File: config.mk
export PLATFORM = sky130hd
export DESIGN_NAME = usb_host_txn_engine
export DESIGN_NICKNAME = d
export VERILOG_FILES = /design/src/rtl/usb_defs_pkg.sv /design/src/rtl/usb_txn_buf.sv /design/src/rtl/usb_host_txn_engine.sv
export SDC_FILE = /design/constraint.sdc
export NUM_CORES = 1
export LEC_CHECK = 0
export CORE_MARGIN = 2
export CORE_UTILIZATION = 43
export DETAILED_ROUTE_END_ITERATION = 12
export PLACE_DENSITY = 0.58
export SKIP_CTS_REPAIR_TIMING = 1
export SLEW_MARGIN = 5
export SYNTH_ARGS = -nofsm -noshare
export SYNTH_HDL_FRONTEND = slang
export SYNTH_HIERARCHICAL = 1
export SYNTH_SLANG_ARGS = --single-unit
File: constraint.sdc
create_clock -name clk -period 8.7 [get_ports clk]
set_clock_uncertainty 0.15 [all_clocks]
set_input_delay 1.305 -clock clk [delete_from_list [all_inputs] [get_ports clk]]
set_output_delay 1.305 -clock clk [all_outputs]
set_load 0.02 [all_outputs]
File: src/rtl/usb_defs_pkg.sv
// usb_defs_pkg: PID codes, response status, engine states and
// the bundles shared by the host-side transaction engine.
package usb_defs_pkg;

    localparam logic [3:0] PID_OUT   = 4'b0001;
    localparam logic [3:0] PID_IN    = 4'b1001;
    localparam logic [3:0] PID_SETUP = 4'b1101;
    localparam logic [3:0] PID_DATA0 = 4'b0011;
    localparam logic [3:0] PID_DATA1 = 4'b1011;
    localparam logic [3:0] PID_ACK   = 4'b0010;
    localparam logic [3:0] PID_NAK   = 4'b1010;
    localparam logic [3:0] PID_STALL = 4'b1110;

    typedef enum logic [1:0] {
        ST_OK       = 2'd0,
        ST_TIMEOUT  = 2'd1,
        ST_OVERFLOW = 2'd2,
        ST_BADLEN   = 2'd3
    } rsp_status_t;

    typedef enum logic [2:0] {
        S_IDLE, S_TOKEN, S_DATA, S_GAPW, S_WAIT_RSP, S_CAPTURE, S_DONE
    } state_t;

    // Command fields latched at accept time
    typedef struct packed {
        logic [3:0]  pid;
        logic [6:0]  addr;
        logic [3:0]  ep;
        logic [15:0] len;
        logic        rsp_en;
        logic        crc_inj;
    } cmd_t;

    // Registered host bus drive toward the device core
    typedef struct packed {
        logic        pkt_valid;
        logic [3:0]  pid;
        logic [6:0]  addr;
        logic [3:0]  ep;
        logic [7:0]  data;
        logic        data_valid;
        logic        crc_err;
    } host_out_t;

endpackage

File: src/rtl/usb_txn_buf.sv
// usb_txn_buf: DEPTH x 8 simple dual-port RAM,
// one write port and a registered (1-cycle) read port.
module usb_txn_buf #(
    parameter int DEPTH = 64,
    parameter int AW    = $clog2(DEPTH)
) (
    input  logic          clk,
    input  logic          rst_n,
    input  logic          we,
    input  logic [AW-1:0] waddr,
    input  logic [7:0]    wdata,
    input  logic [AW-1:0] raddr,
    output logic [7:0]    rdata
);

    logic [7:0] mem [DEPTH];
    logic [7:0] rdata_q;

    // Storage array, contents are not reset
    always_ff @(posedge clk) begin
        if (we) mem[waddr] <= wdata;
    end

    // Synchronous read register
    always_ff @(posedge clk or negedge rst_n) begin
        if (!rst_n) rdata_q <= '0;
        else        rdata_q <= mem[raddr];
    end

    assign rdata = rdata_q;

endmodule

File: src/rtl/usb_host_txn_engine.sv
// usb_host_txn_engine: issues one token (+payload) on the host bus,
// then captures the device response with timeout and overflow tracking.
module usb_host_txn_engine
    import usb_defs_pkg::*;
#(
    parameter int DEPTH   = 64,
    parameter int GAP     = 1,
    parameter int TIMEOUT = 256
) (
    input  logic                     clk,
    input  logic                     rst_n,
    input  logic                     cmd_valid,
    output logic                     cmd_ready,
    input  logic [3:0]               cmd_pid,
    input  logic [6:0]               cmd_addr,
    input  logic [3:0]               cmd_ep,
    input  logic [15:0]              cmd_len,
    input  logic                     cmd_rsp_en,
    input  logic                     cmd_crc_inj,
    input  logic                     pl_wr_en,
    input  logic [$clog2(DEPTH)-1:0] pl_wr_addr,
    input  logic [7:0]               pl_wr_data,
    output logic                     host_pkt_valid,
    output logic [3:0]               host_pid,
    output logic [6:0]               host_addr,
    output logic [3:0]               host_ep,
    output logic [15:0]              host_data_len,
    output logic [7:0]               host_data,
    output logic                     host_data_valid,
    output logic                     host_crc_err,
    input  logic                     host_tx_valid,
    input  logic [3:0]               host_tx_pid,
    input  logic [7:0]               host_tx_data,
    input  logic [15:0]              host_tx_len,
    output logic                     rsp_valid,
    output logic [1:0]               rsp_status,
    output logic [3:0]               rsp_pid,
    output logic [15:0]              rsp_len,
    input  logic [$clog2(DEPTH)-1:0] rb_addr,
    output logic [7:0]               rb_data
);

    localparam int              AW      = $clog2(DEPTH);
    localparam int              TW      = $clog2(TIMEOUT + 1);
    localparam logic [15:0]     DEPTH16 = 16'(DEPTH);
    localparam logic [TW-1:0]   TMAX    = TW'(TIMEOUT - 1);
    localparam logic [3:0]      GMAX    = 4'(GAP - 1);

    state_t        state_q, state_d;
    cmd_t          cmd_q, cmd_d;
    host_out_t     ho_q, ho_d;
    logic [15:0]   idx_q, idx_d, cnt_q, cnt_d, rlen_q, rlen_d;
    logic [3:0]    gap_q, gap_d, rpid_q, rpid_d;
    logic [TW-1:0] timer_q, timer_d;
    logic          cmd_ready_q, cmd_ready_d, rsp_valid_q, rsp_valid_d;
    rsp_status_t   rsp_status_q, rsp_status_d, fin_st;
    logic [3:0]    rsp_pid_q, rsp_pid_d, fin_pid;
    logic [15:0]   rsp_len_q, rsp_len_d, fin_len;
    logic          tail, fin, rb_we;
    logic [7:0]    pl_rdata;

    function automatic logic [15:0] sat(input logic [15:0] n);
        return (n > DEPTH16) ? DEPTH16 : n;
    endfunction

    // Payload is read one step ahead so host_data registers in sync with its strobe
    usb_txn_buf #(.DEPTH(DEPTH)) u_pl_buf (
        .clk(clk), .rst_n(rst_n),
        .we(pl_wr_en && cmd_ready_q), .waddr(pl_wr_addr), .wdata(pl_wr_data),
        .raddr(idx_d[AW-1:0]), .rdata(pl_rdata)
    );

    usb_txn_buf #(.DEPTH(DEPTH)) u_rsp_buf (
        .clk(clk), .rst_n(rst_n),
        .we(rb_we), .waddr(cnt_q[AW-1:0]), .wdata(host_tx_data),
        .raddr(rb_addr), .rdata(rb_data)
    );

    // State, counters and all registered outputs
    always_ff @(posedge clk or negedge rst_n) begin
        if (!rst_n) begin
            state_q      <= S_IDLE;
            cmd_q        <= '0;
            ho_q         <= '0;
            idx_q        <= '0;
            cnt_q        <= '0;
            rlen_q       <= '0;
            gap_q        <= '0;
            rpid_q       <= '0;
            timer_q      <= '0;
            cmd_ready_q  <= 1'b1;
            rsp_valid_q  <= 1'b0;
            rsp_status_q <= ST_OK;
            rsp_pid_q    <= '0;
            rsp_len_q    <= '0;
        end else begin
            state_q      <= state_d;
            cmd_q        <= cmd_d;
            ho_q         <= ho_d;
            idx_q        <= idx_d;
            cnt_q        <= cnt_d;
            rlen_q       <= rlen_d;
            gap_q        <= gap_d;
            rpid_q       <= rpid_d;
            timer_q      <= timer_d;
            cmd_ready_q  <= cmd_ready_d;
            rsp_valid_q  <= rsp_valid_d;
            rsp_status_q <= rsp_status_d;
            rsp_pid_q    <= rsp_pid_d;
            rsp_len_q    <= rsp_len_d;
        end
    end

    // Next-state, counters and next values of the output registers
    always_comb begin
        state_d      = state_q;
        cmd_d        = cmd_q;
        idx_d        = idx_q;
        cnt_d        = cnt_q;
        rlen_d       = rlen_q;
        gap_d        = gap_q;
        rpid_d       = rpid_q;
        timer_d      = timer_q;
        rsp_status_d = rsp_status_q;
        rsp_pid_d    = rsp_pid_q;
        rsp_len_d    = rsp_len_q;
        tail         = 1'b0;
        fin          = 1'b0;
        fin_st       = ST_OK;
        fin_pid      = '0;
        fin_len      = '0;
        rb_we        = 1'b0;
        unique case (state_q)
            S_IDLE: begin
                if (cmd_valid) begin
                    if (cmd_len > DEPTH16) begin
                        fin    = 1'b1;
                        fin_st = ST_BADLEN;
                    end else begin
                        cmd_d   = '{cmd_pid, cmd_addr, cmd_ep, cmd_len,
                                    cmd_rsp_en, cmd_crc_inj};
                        idx_d   = '0;
                        state_d = S_TOKEN;
                    end
                end
            end
            S_TOKEN: begin
                if (cmd_q.len != 16'd0 && cmd_q.pid != PID_IN) state_d = S_DATA;
                else tail = 1'b1;
            end
            S_DATA: begin
                if (GAP != 0) begin
                    state_d = S_GAPW;
                    gap_d   = '0;
                end else if (idx_q == cmd_q.len) tail = 1'b1;
                else state_d = S_DATA;
            end
            S_GAPW: begin
                if (gap_q == GMAX) begin
                    if (idx_q == cmd_q.len) tail = 1'b1;
                    else state_d = S_DATA;
                end else gap_d = gap_q + 4'd1;
            end
            S_WAIT_RSP: begin
                if (host_tx_valid) begin
                    rpid_d  = host_tx_pid;
                    rlen_d  = host_tx_len;
                    timer_d = '0;
                    if (host_tx_len == 16'd0) begin
                        fin     = 1'b1;
                        fin_pid = host_tx_pid;
                    end else begin
                        rb_we = 1'b1;
                        cnt_d = 16'd1;
                        if (host_tx_len == 16'd1) begin
                            fin     = 1'b1;
                            fin_pid = host_tx_pid;
                            fin_len = 16'd1;
                        end else state_d = S_CAPTURE;
                    end
                end else if (timer_q == TMAX) begin
                    fin    = 1'b1;
                    fin_st = ST_TIMEOUT;
                end else timer_d = timer_q + TW'(1);
            end
            S_CAPTURE: begin
                if (host_tx_valid) begin
                    timer_d = '0;
                    rb_we   = (cnt_q < DEPTH16);
                    cnt_d   = cnt_q + 16'd1;
                    if (cnt_d == rlen_q) begin
                        fin     = 1'b1;
                        fin_pid = rpid_q;
                        fin_len = sat(cnt_d);
                        fin_st  = (rlen_q > DEPTH16) ? ST_OVERFLOW : ST_OK;
                    end
                end else if (timer_q == TMAX) begin
                    fin     = 1'b1;
                    fin_st  = ST_TIMEOUT;
                    fin_pid = rpid_q;
                    fin_len = sat(cnt_q);
                end else timer_d = timer_q + TW'(1);
            end
            S_DONE:  state_d = S_IDLE;
            default: state_d = S_IDLE;
        endcase
        if (tail) begin
            if (cmd_q.rsp_en) begin
                state_d = S_WAIT_RSP;
                timer_d = '0;
                cnt_d   = '0;
            end else fin = 1'b1;
        end
        if (fin) begin
            state_d      = S_DONE;
            rsp_status_d = fin_st;
            rsp_pid_d    = fin_pid;
            rsp_len_d    = fin_len;
        end
        ho_d           = '0;
        ho_d.pkt_valid = (state_d == S_TOKEN) || (state_d == S_DATA);
        if (state_d == S_TOKEN) begin
            ho_d.pid  = cmd_d.pid;
            ho_d.addr = cmd_d.addr;
            ho_d.ep   = cmd_d.ep;
        end
        if (state_d == S_DATA) begin
            ho_d.data_valid = 1'b1;
            ho_d.data       = pl_rdata;
            ho_d.crc_err    = cmd_q.crc_inj && (idx_q == cmd_q.len - 16'd1);
            idx_d           = idx_q + 16'd1;
        end
        cmd_ready_d = (state_d == S_IDLE);
        rsp_valid_d = (state_d == S_DONE);
    end

    assign cmd_ready       = cmd_ready_q;
    assign host_pkt_valid  = ho_q.pkt_valid;
    assign host_pid        = ho_q.pid;
    assign host_addr       = ho_q.addr;
    assign host_ep         = ho_q.ep;
    assign host_data_len   = cmd_q.len;
    assign host_data       = ho_q.data;
    assign host_data_valid = ho_q.data_valid;
    assign host_crc_err    = ho_q.crc_err;
    assign rsp_valid       = rsp_valid_q;
    assign rsp_status      = rsp_status_q;
    assign rsp_pid         = rsp_pid_q;
    assign rsp_len         = rsp_len_q;

endmodule
==> flow_summary.json, run 1 <==
{
  "antenna_found_initial": 1,
  "grt_pass1_vias": 26400,
  "slew_viol_final": 0,
  "grt_usage": 0.195,
  "clock_sinks": 1180,
  "cts_tree": "built",
  "p_clk_frac": 0.322,
  "synthesis.nets": 2839,
  "grt_start_max_net_pins": 83,
  "synth_area_leader_cell": "edfxtp_1",
  "synth_mux_area_frac": 0.141,
  "relSlewSlack": 0.203,
  "path_max_fanout": 78,
  "start_kind": "input pin",
  "p_total_w": 0.0160,
  "vias_per_cell": 5.77,
  "hold_path_class": "flip-flop to flip-flop",
  "synth_cell_types": 85,
  "clock.fmax_mhz": 166,
  "synth_ff_type": "edfxtp_1",
  "ys_top_cells_by_area": "edfxtp_1 (64%), mux4_2 (12%), dfrtp_1 (8.0%), nor2_1 (1.9%), mux2i_1 (1.3%)",
  "synth_xor_area_frac": 0.00984,
  "crit_buf_inv": 3,
  "synth_top_area_share": 0.636,
  "synthArstFlopShare": 0.132,
  "start_util": 0.435,
  "finalSetupTns_ns": 0,
  "final_cell_mix": "edfxtp_1 (1024), mux4_2 (252), nor2_1 (247), dfrtp_1 (155), clkdlybuf4s50_1 (138)",
  "synth_seq_area_share": 0.717,
  "p_per_area_mw_per_mm2": 291,
  "outcome": "finished clean",
  "crit_slowest_cell": "a2111oi_0",
  "worst_pin_slew_ns": 1.20,
  "rsz0062_at_grt": "no",
  "die_h_um": 339,
  "netSwitchingFraction": 0.296,
  "finalCriticalPeriod_ns": 6.01,
  "place_congestion": 0.861,
  "syn-instance-count": 2745,
  "finalHoldViolations": 0,
  "post_drt_wl_per_cell_um": 25.4,
  "clk_latency_ns": 0.73,
  "first_pass_iters": 6,
  "drt_wl_total_mm": 114,
  "fin_ws_ns": 2.69,
  "syn_to_final_growth_pct": 14.0,
  "synthesis.area_sq_mm": 0.0483,
  "antenna_left": 0,
  "drive_gt1_frac": 0.188,
  "clk_root_buffer_cell": "clkbuf_16",
  "core_region_area_sq_mm": 0.111,
  "synth-simple-area-share": 0.0691,
  "dp_hpwl_mm": 70.9,
  "drc_errors": 0,
  "dieArea_sq_mm": 0.115,
  "synth_edf_count": 1024,
  "fp.dieW_um": 339,
  "finalSetupViolations": 0,
  "crit_arrival_ns": 6.42,
  "yosys_warnings": 6,
  "synth_compound_area_frac": 0.0384,
  "p_int_w": 0.0113,
  "p_seq_frac": 0.405,
  "period_share": 0.691,
  "path_cells": "clkdlybuf4s50_1, nor4_1, and4_1, o21ai_0, a21o_1, or4_1, inv_2, nand2_1, o21ai_4, buf_12, mux4_2, nor2b_1, a2111oi_0, o41ai_1",
  "synthesis.area_per_instance_sq_um": 17.6,
  "synth_top_family_by_area": "multiplexers",
  "synth_seq_cells": 1180,
  "vdd_ir_drop_max_v": 0.000572,
  "critPathMaxStageDelay_ns": 0.75,
  "place_ws_ns": 1.95,
  "mostFrequentLayoutCell": "edfxtp_1",
  "cts_buffers": 119,
  "leakage_nw": 18.0,
  "critical_path_class": "input pin to flip-flop",
  "crit_path_end_kind": "flip-flop",
  "clockBufferDepth": 3,
  "grt_pass1_wl_mm": 171,
  "power_frac_comb": 0.273,
  "switchingPower_w": 0.00474,
  "ios": 160,
  "synthAdderAreaFrac": 0.00207,
  "required_ns": 9.11,
  "htreeDepth": 3,
  "grt-ovfl-total": 0,
  "io_buffers": 159,
  "nets": 2983,
  "path_delay_family": "simple AND/OR/NAND/NOR gates",
  "clkTransAtPathRegs_ns": 0.06,
  "rows": 122,
  "drt_iter0_drc": 2345,
  "num_vias": 25900,
  "utilization": 0.496,
  "cap_violations": 0
}
[worst reg2reg max path, cell delays in order, from the launching register on]
cell       delay [ns]
dfrtp_1          0.47
xor2_1           0.26
or4_1            0.56
nor4_1           0.47
nand2_1          0.11
nand2_1          0.11
or4_1            0.24
inv_2            0.23
o21ai_4          0.78
buf_12           0.49
mux4_2           0.40
nor2b_1          0.15
a2111oi_0        0.75
o41ai_1          0.16
[kinds of logic after synthesis]
| group | Yosys count |
|---|---|
| AO/OA/AOI/OAI | 261 |
| XOR/XNOR | 51 |
| adder cells (fa/ha/maj) | 8 |
| buffers and inverters | 193 |
| flip-flops | 1180 |
| multiplexers | 361 |
| AND/OR/NAND/NOR | 691 |
[worst paths after layout]
check	startpoint	end	slack (ns)	depth (start not counted)
hold reg to reg	rsp_len[4]	rsp_len[4]	0.32	2
min in group asynchronous	rst_n	host_data[6]	0.48	1
max in group asynchronous	rst_n	host_addr[1]	6.36	2
setup / recovery	host_tx_len[10]	u_pl_buf/rdata[3]	2.69	14
setup reg to reg	host_data_len[8]	u_pl_buf/rdata[3]	3.19	13
hold / removal	rsp_len[4]	rsp_len[4]	0.32	2
[cells in the mapped netlist, types with 9 or more instances]
master	number
edfxtp_1	1024
mux4_2	252
nor2_1	249
dfrtp_1	155
nand2_1	131
clkbuf_1	74
nand3_1	73
mux2i_1	64
and2_1	48
buf_4	45
mux2_2	45
o21ai_0	45
nor3_1	44
a21oi_1	38
buf_2	33
xnor2_1	32
nor2b_1	31
nor4_1	22
nand4_1	20
nand2b_1	18
o221ai_1	17
o22ai_1	17
xor2_1	17
inv_1	16
a221oi_1	15
a211oi_1	13
a22oi_1	12
buf_1	10
a31oi_1	9
and3_1	9
buf_6	9
o211ai_1	9
[registers in the layout (all words and copies together) (netlist names), 2 cells and up]
signal and count:
rsp_status 2, u_rsp_buf/rdata 8, state_q 3, u_rsp_buf/mem 512, rsp_len 16, host_pid 4, rsp_pid 4, host_data_len 16
timer_q 9, rlen_q 16, gap_q 4, host_addr 7, host_ep 4, u_pl_buf/mem 512, cnt_q 16, u_pl_buf/rdata 8
rpid_q 4, host_data 8, cmd_q 6, idx_q 16
[through the flow]
stage	std cells	area (sq um)	hold WS (ns)
floorplan	2745	48300	0.278
global placement	4256	51100	0.314
detailed placement	4256	51100	0.314
CTS	4480	55100	0.331
global route	4481	55100	0.344
finish	4481	55100	0.323
[per-layer routing]
metal / share of wire / track usage / vias to the layer above
met5: 0 / 0 / -
li1: - / - / 11200
met3: 0.055 / 0.0279 / 165
met1: 0.41 / 0.260 / 13700
met2: 0.51 / 0.337 / 837
met4: 0.023 / 0.0537 / 0
[power groups by stage]
stage,Clock [W],Combinational [W],Sequential (W)
2_1_floorplan,0,0.00325,0.00655
3_3_place_gp,0,0.00438,0.00662
3_5_place_dp,0,0.00444,0.00662
4_1_cts,0.00527,0.00446,0.00651
5_1_grt,0.00549,0.00467,0.00652
6_report,0.00516,0.00438,0.00650
[cell type report]
cell class / count / area (sq um)
timing repair buffer: 198 / 1850
antenna: 1 / 2.50
fill: 9156 / 56100
multi-input combinational: 1372 / 12700
clock inverter: 78 / 896
clock buffer: 146 / 3080
inverter: 18 / 67.6
tap: 1488 / 1860
sequential: 1180 / 34700
Power figures use the tool's default switching activity.
==> run 2, diff against run 1 <==
- clock period: 8.7 -> 5.8 ns (I/O delays scaled with it)
==> run 2 against run 1 <==
  * Non-clock buffer count grew 38
  * Register-to-register slack worse by 2.4 ns
  * Power up 53%
  * Wire length about the same
  * Die area is the same
  * Count of clock-buffer cells in the layout is 7 higher
  * Cell count is 0.96% higher
  * Via count up 0.63%
  * Critical path depth unchanged
  * Worst setup slack worse by 1.9 ns
  * Final area grew 1.1%
  * Sequential share of layout area shrank 0.66 points
  * Highest routed layer unchanged
==> flow_summary.json, run 2 (synthesized netlist as in run 1, its figures left out) <==
{
  "outcome": "finished clean",
  "grt_start_max_net_pins": 86,
  "vdd_ir_drop_max_v": 0.000518,
  "hold_path_class": "input pin to asynchronous set/reset pin",
  "dp_hpwl_mm": 71.6,
  "period_share": 0.869,
  "drc_errors": 0,
  "nets": 3023,
  "grt_usage": 0.198,
  "start_kind": "flip-flop",
  "cts_tree": "built",
  "required_ns": 6.20,
  "clock.fmax_mhz": 198,
  "finalSetupViolations": 0,
  "relSlewSlack": 0.180,
  "critical_path_class": "flip-flop to flip-flop",
  "num_antenna_cells": 0,
  "clkTransAtPathRegs_ns": 0.06,
  "htreeDepth": 3,
  "start_util": 0.435,
  "clk_root_buffer_cell": "clkbuf_16",
  "path_max_fanout": 20,
  "die_h_um": 339,
  "grt_pass1_vias": 26900,
  "antenna_found_initial": 0,
  "grt_pass1_wl_mm": 173,
  "finalSetupTns_ns": 0,
  "io_buffers": 159,
  "final_cells": 4524,
  "mostFrequentLayoutCell": "edfxtp_1",
  "leakage_nw": 18.3,
  "antenna_left": 0,
  "rrSetupSlack_ns": 0.76,
  "post_drt_wl_per_cell_um": 25.2,
  "crit_path_end_kind": "flip-flop",
  "cap_violations": 0,
  "fillCellCount": 9098,
  "final_cell_mix": "edfxtp_1 (1024), mux4_2 (252), nor2_1 (247), dfrtp_1 (155), clkdlybuf4s50_1 (138)",
  "post-place-cells": 4294,
  "utilization": 0.501,
  "num_vias": 26000,
  "cts_buffers": 121,
  "reg2reg_depth": 14,
  "first_pass_iters": 5,
  "grt-ovfl-total": 0,
  "worst_pin_slew_ns": 1.23,
  "rows": 122,
  "clock_sinks": 1180,
  "dieArea_sq_mm": 0.115,
  "r2r_start": "gap_q[0]",
  "reg2reg_to": "u_pl_buf/rdata[0]",
  "ios": 160,
  "p_per_area_mw_per_mm2": 442,
  "rsz0062_at_grt": "no",
  "core_region_area_sq_mm": 0.111,
  "syn_to_final_growth_pct": 15.2,
  "fp.dieW_um": 339,
  "drive_gt1_frac": 0.202,
  "finalCriticalPeriod_ns": 5.04,
  "slew_viol_final": 0,
  "drt_iter0_drc": 2702,
  "reg_top3": "u_pl_buf/mem: 512 flops, u_rsp_buf/mem: 512 flops",
  "clk_latency_ns": 0.72,
  "vias_per_cell": 5.75,
  "clockBufferDepth": 3,
  "crit_arrival_ns": 5.44,
  "p_total_w": 0.0246,
  "place_congestion": 0.863,
  "finalHoldViolations": 0,
  "drt_wl_total_mm": 114
}
[run 2: cell count changes in the layout (fill, tap and decap cells not counted), sizes merged]
cell,previous run,this run
clkinvlp,4,5
clkinv,57,55
bufinv,15,16
diode,1,0
clkbuf,147,154
buf,59,97
inv,20,19
[run 2: worst max path at each step]
stage,cells after the start,startpoint,to
6_report,14,gap_q[0],u_pl_buf/rdata[0]
5_1_grt,14,gap_q[1],u_pl_buf/rdata[0]
4_1_cts,14,gap_q[0],u_pl_buf/rdata[0]
3_5_place_dp,14,host_tx_len[10],u_pl_buf/rdata[0]
3_3_place_gp,12,host_tx_len[10],u_pl_buf/rdata[7]
2_1_floorplan,17,host_tx_len[14],u_pl_buf/rdata[3]
[run 2: metrics by stage]
step | setup slack [ns] | hold WS, ns | instance area (sq um)
6_report | 0.761 | 0.0631 | 55700
5_1_grt | 0.393 | 0.118 | 55700
4_1_cts | 0.764 | 0.0936 | 55700
3_5_place_dp | 0.105 | 0.291 | 51500
3_3_place_gp | 0.109 | 0.299 | 51500
2_1_floorplan | 1.14 | 0.278 | 48300
[run 2: area by class of cell]
cell class / count / area (sq um) / share of cell area
Timing Repair Buffer: 236 / 2230 / 0.0401
Multi-Input combinational cell: 1372 / 12700 / 0.227
Clock buffer: 153 / 3260 / 0.0586
Clock inverter: 77 / 920 / 0.0165
Tap cell: 1488 / 1860 / 0.0334
Inverter: 18 / 67.6 / 0.00121
Sequential cell: 1180 / 34700 / 0.623
[run 2: power breakdown]
group,switching [W],leakage [nW],internal [W]
Combinational,0.00361,5.02,0.00328
Sequential,0.000256,11.2,0.00946
Clock,0.00328,2.02,0.00471
Total,0.00715,18.3,0.0175
[run 2: routing by layer]
| metal | share of wire | routed length [um] | vias up | GRT usage |
|---|---|---|---|---|
| li1 | - | - | 11300 | - |
| met1 | 0.41 | 47100 | 13600 | 0.268 |
| met2 | 0.51 | 57700 | 913 | 0.337 |
| met3 | 0.057 | 6450 | 174 | 0.0275 |
| met4 | 0.024 | 2730 | 0 | 0.0551 |
| met5 | 0 | 0 | - | 0 |
[run 2: critical path, cell delays in order (launching register included)]
cell       delay, ns
dfrtp_1         0.43
inv_1           0.08
ha_1            0.13
nor3b_1         0.68
a21oi_1         0.16
a21o_1          0.20
or4_1           0.62
inv_2           0.21
nand2_1         0.12
o21ai_4         0.64
buf_4           0.36
nor2b_1         0.25
a22oi_1         0.13
a221oi_1        0.55
o2bb2ai_1       0.14
==> run 3, diff against run 2 <==
- DONT_BUFFER_PORTS: not set -> 1
- PLACE_DENSITY: 0.58 -> 0.57
==> run 3 against run 2 <==
  * Die area stayed put
  * Worst setup slack got worse by 0.31 ns
  * Combinational power shrank 9.0%
  * Count of clock-buffer cells in the layout shrank 4
  * Sequential power grew 0.8%
  * Via count fell by 3.3%
  * Critical endpoint is now u_pl_buf/rdata[3]
  * Largest power group unchanged
  * Highest routed layer is now met5
==> flow_summary.json, run 3 (synthesized netlist as in run 1, its figures left out) <==
{
  "outcome": "finished clean",
  "drive_gt1_frac": 0.204,
  "gr-usage-met2": 0.330,
  "path_max_fanout": 19,
  "grt_start_max_net_pins": 157,
  "htreeDepth": 3,
  "num_antenna_cells": 0,
  "use_met3": 0.0362,
  "ios": 160,
  "crit_path_end_kind": "flip-flop",
  "holdWs_ns": 0.0453,
  "mostFrequentLayoutCell": "edfxtp_1",
  "cts_buffers": 117,
  "place_ws_ns": 0.0408,
  "reg_top3": "u_pl_buf/mem: 512 flops, u_rsp_buf/mem: 512 flops",
  "place_congestion": 0.841,
  "clk_latency_ns": 0.69,
  "vias_per_cell": 5.79,
  "r2r_start": "host_data_len[0]",
  "leakage_nw": 17.6,
  "critical_path_class": "flip-flop to flip-flop",
  "crit_slowest_cell": "a2111oi_1",
  "clockBufferDepth": 3,
  "finalSetupViolations": 0,
  "path_cells": "inv_1, ha_1, nor4b_1, nand4_1, a21oi_1, nor2_1, nand2_1, or4_1, inv_2, o21ai_4, buf_4, mux4_2, nor2b_1, a2111oi_1, o41ai_1",
  "io_buffers": 0,
  "finalHoldViolations": 0,
  "dp_hpwl_mm": 69.4,
  "drt_wl_total_mm": 113,
  "hold_path_class": "input pin to asynchronous set/reset pin",
  "drc_errors": 0,
  "p_per_area_mw_per_mm2": 445,
  "fin_ws_ns": 0.455,
  "rsz0062_at_grt": "no",
  "met1_usage": 0.262,
  "critPathMaxStageDelay_ns": 0.91,
  "grt-ovfl-total": 0,
  "crit_arrival_ns": 5.75,
  "grt_pass1_vias": 25900,
  "drt_iter0_drc": 2307,
  "finalCriticalPeriod_ns": 5.35,
  "num_vias": 25200,
  "required_ns": 6.20,
  "core_region_area_sq_mm": 0.111,
  "clk_root_buffer_cell": "clkbuf_16",
  "utilization": 0.486,
  "dieArea_sq_mm": 0.115,
  "fp.dieW_um": 339,
  "antenna_found_initial": 1,
  "clock.fmax_mhz": 187,
  "cap_violations": 0,
  "first_pass_iters": 5,
  "clkTransAtPathRegs_ns": 0.06,
  "reg2reg_to": "u_pl_buf/rdata[3]",
  "slew_viol_final": 0,
  "vdd_ir_drop_max_v": 0.000508,
  "start_util": 0.435,
  "nets": 2850,
  "period_share": 0.922,
  "post_drt_wl_per_cell_um": 26.0,
  "grt_pass1_wl_mm": 170,
  "rows": 122,
  "busiest_layer": "met2",
  "die_h_um": 339,
  "worst_pin_slew_ns": 1.20,
  "relSlewSlack": 0.195,
  "reg2reg_depth": 15,
  "start_kind": "flip-flop",
  "clock_sinks": 1180,
  "rrSetupSlack_ns": 0.45,
  "cts_tree": "built",
  "syn_to_final_growth_pct": 11.7,
  "final_cell_mix": "edfxtp_1 (1024), mux4_2 (252), nor2_1 (247), dfrtp_1 (155), nand2_1 (131)",
  "grt_usage": 0.195,
  "antenna_left": 0
}
[run 3: changes by cell type in the layout (fill, tap and decap cells not counted), moves of 4 or more]
| cell | change |
|---|---|
| clkinv_1 | -8 |
| buf_2 | -17 |
| clkinvlp_4 | +4 |
| buf_12 | -5 |
| buf_4 | -8 |
| clkdlybuf4s50_1 | -138 |
[run 3: power breakdown]
part	total (W)	switching, W	internal, W
clock network	0.00796	0.00322	0.00474
logic	0.00627	0.00321	0.00306
registers	0.00980	0.000341	0.00946
total	0.0240	0.00678	0.0173
[run 3: layout make-up]
cell class                      instances  area, sq um
Sequential cell                      1180        34700
Fill cell                            9248        57200
Multi-Input combinational cell       1372        12700
Tap cell                             1488         1860
Inverter                               18         67.6
Timing Repair Buffer                   67          611
Clock buffer                          149         3180
Clock inverter                         75          930
[run 3: through the flow]
stage / total power (W) / cells / area, sq um / setup TNS (ns)
global placement: 0.0162 / 4124 / 49800 / -0.0201
detailed placement: 0.0163 / 4124 / 49800 / 0
CTS: 0.0243 / 4348 / 53900 / 0
global route: 0.0250 / 4349 / 54000 / 0
finish: 0.0240 / 4349 / 54000 / 0
floorplan: 0.0147 / 2745 / 48300 / 0
[run 3: metal layers]
metal	routed length, um	part of all wire
met1	47400	0.42
met2	56300	0.50
met3	6500	0.058
met4	2640	0.023
met5	12	0.00011
[run 3: critical path: cells and delay by family (launching register included)]
family / cells / cell delay [ns]
compound gates: 4 / 1.94
fa+ha+maj: 1 / 0.38
buf+inv: 3 / 0.77
flops: 1 / 0.53
mux: 1 / 0.34
simple gates: 6 / 1.08
[run 3: worst max path at each step]
stage / start / endpoint / slack, ns / depth (start not counted)
final: host_data_len[0] / u_pl_buf/rdata[3] / 0.45 / 15
after global routing: host_data_len[1] / u_pl_buf/rdata[3] / 0.15 / 15
after CTS: host_data_len[0] / u_pl_buf/rdata[5] / 0.18 / 15
after detailed placement: host_tx_len[10] / u_pl_buf/rdata[5] / 0.04 / 13
after global placement: host_tx_len[10] / u_pl_buf/rdata[3] / -0.02 / 13
after floorplan: host_tx_len[14] / u_pl_buf/rdata[3] / 1.14 / 17
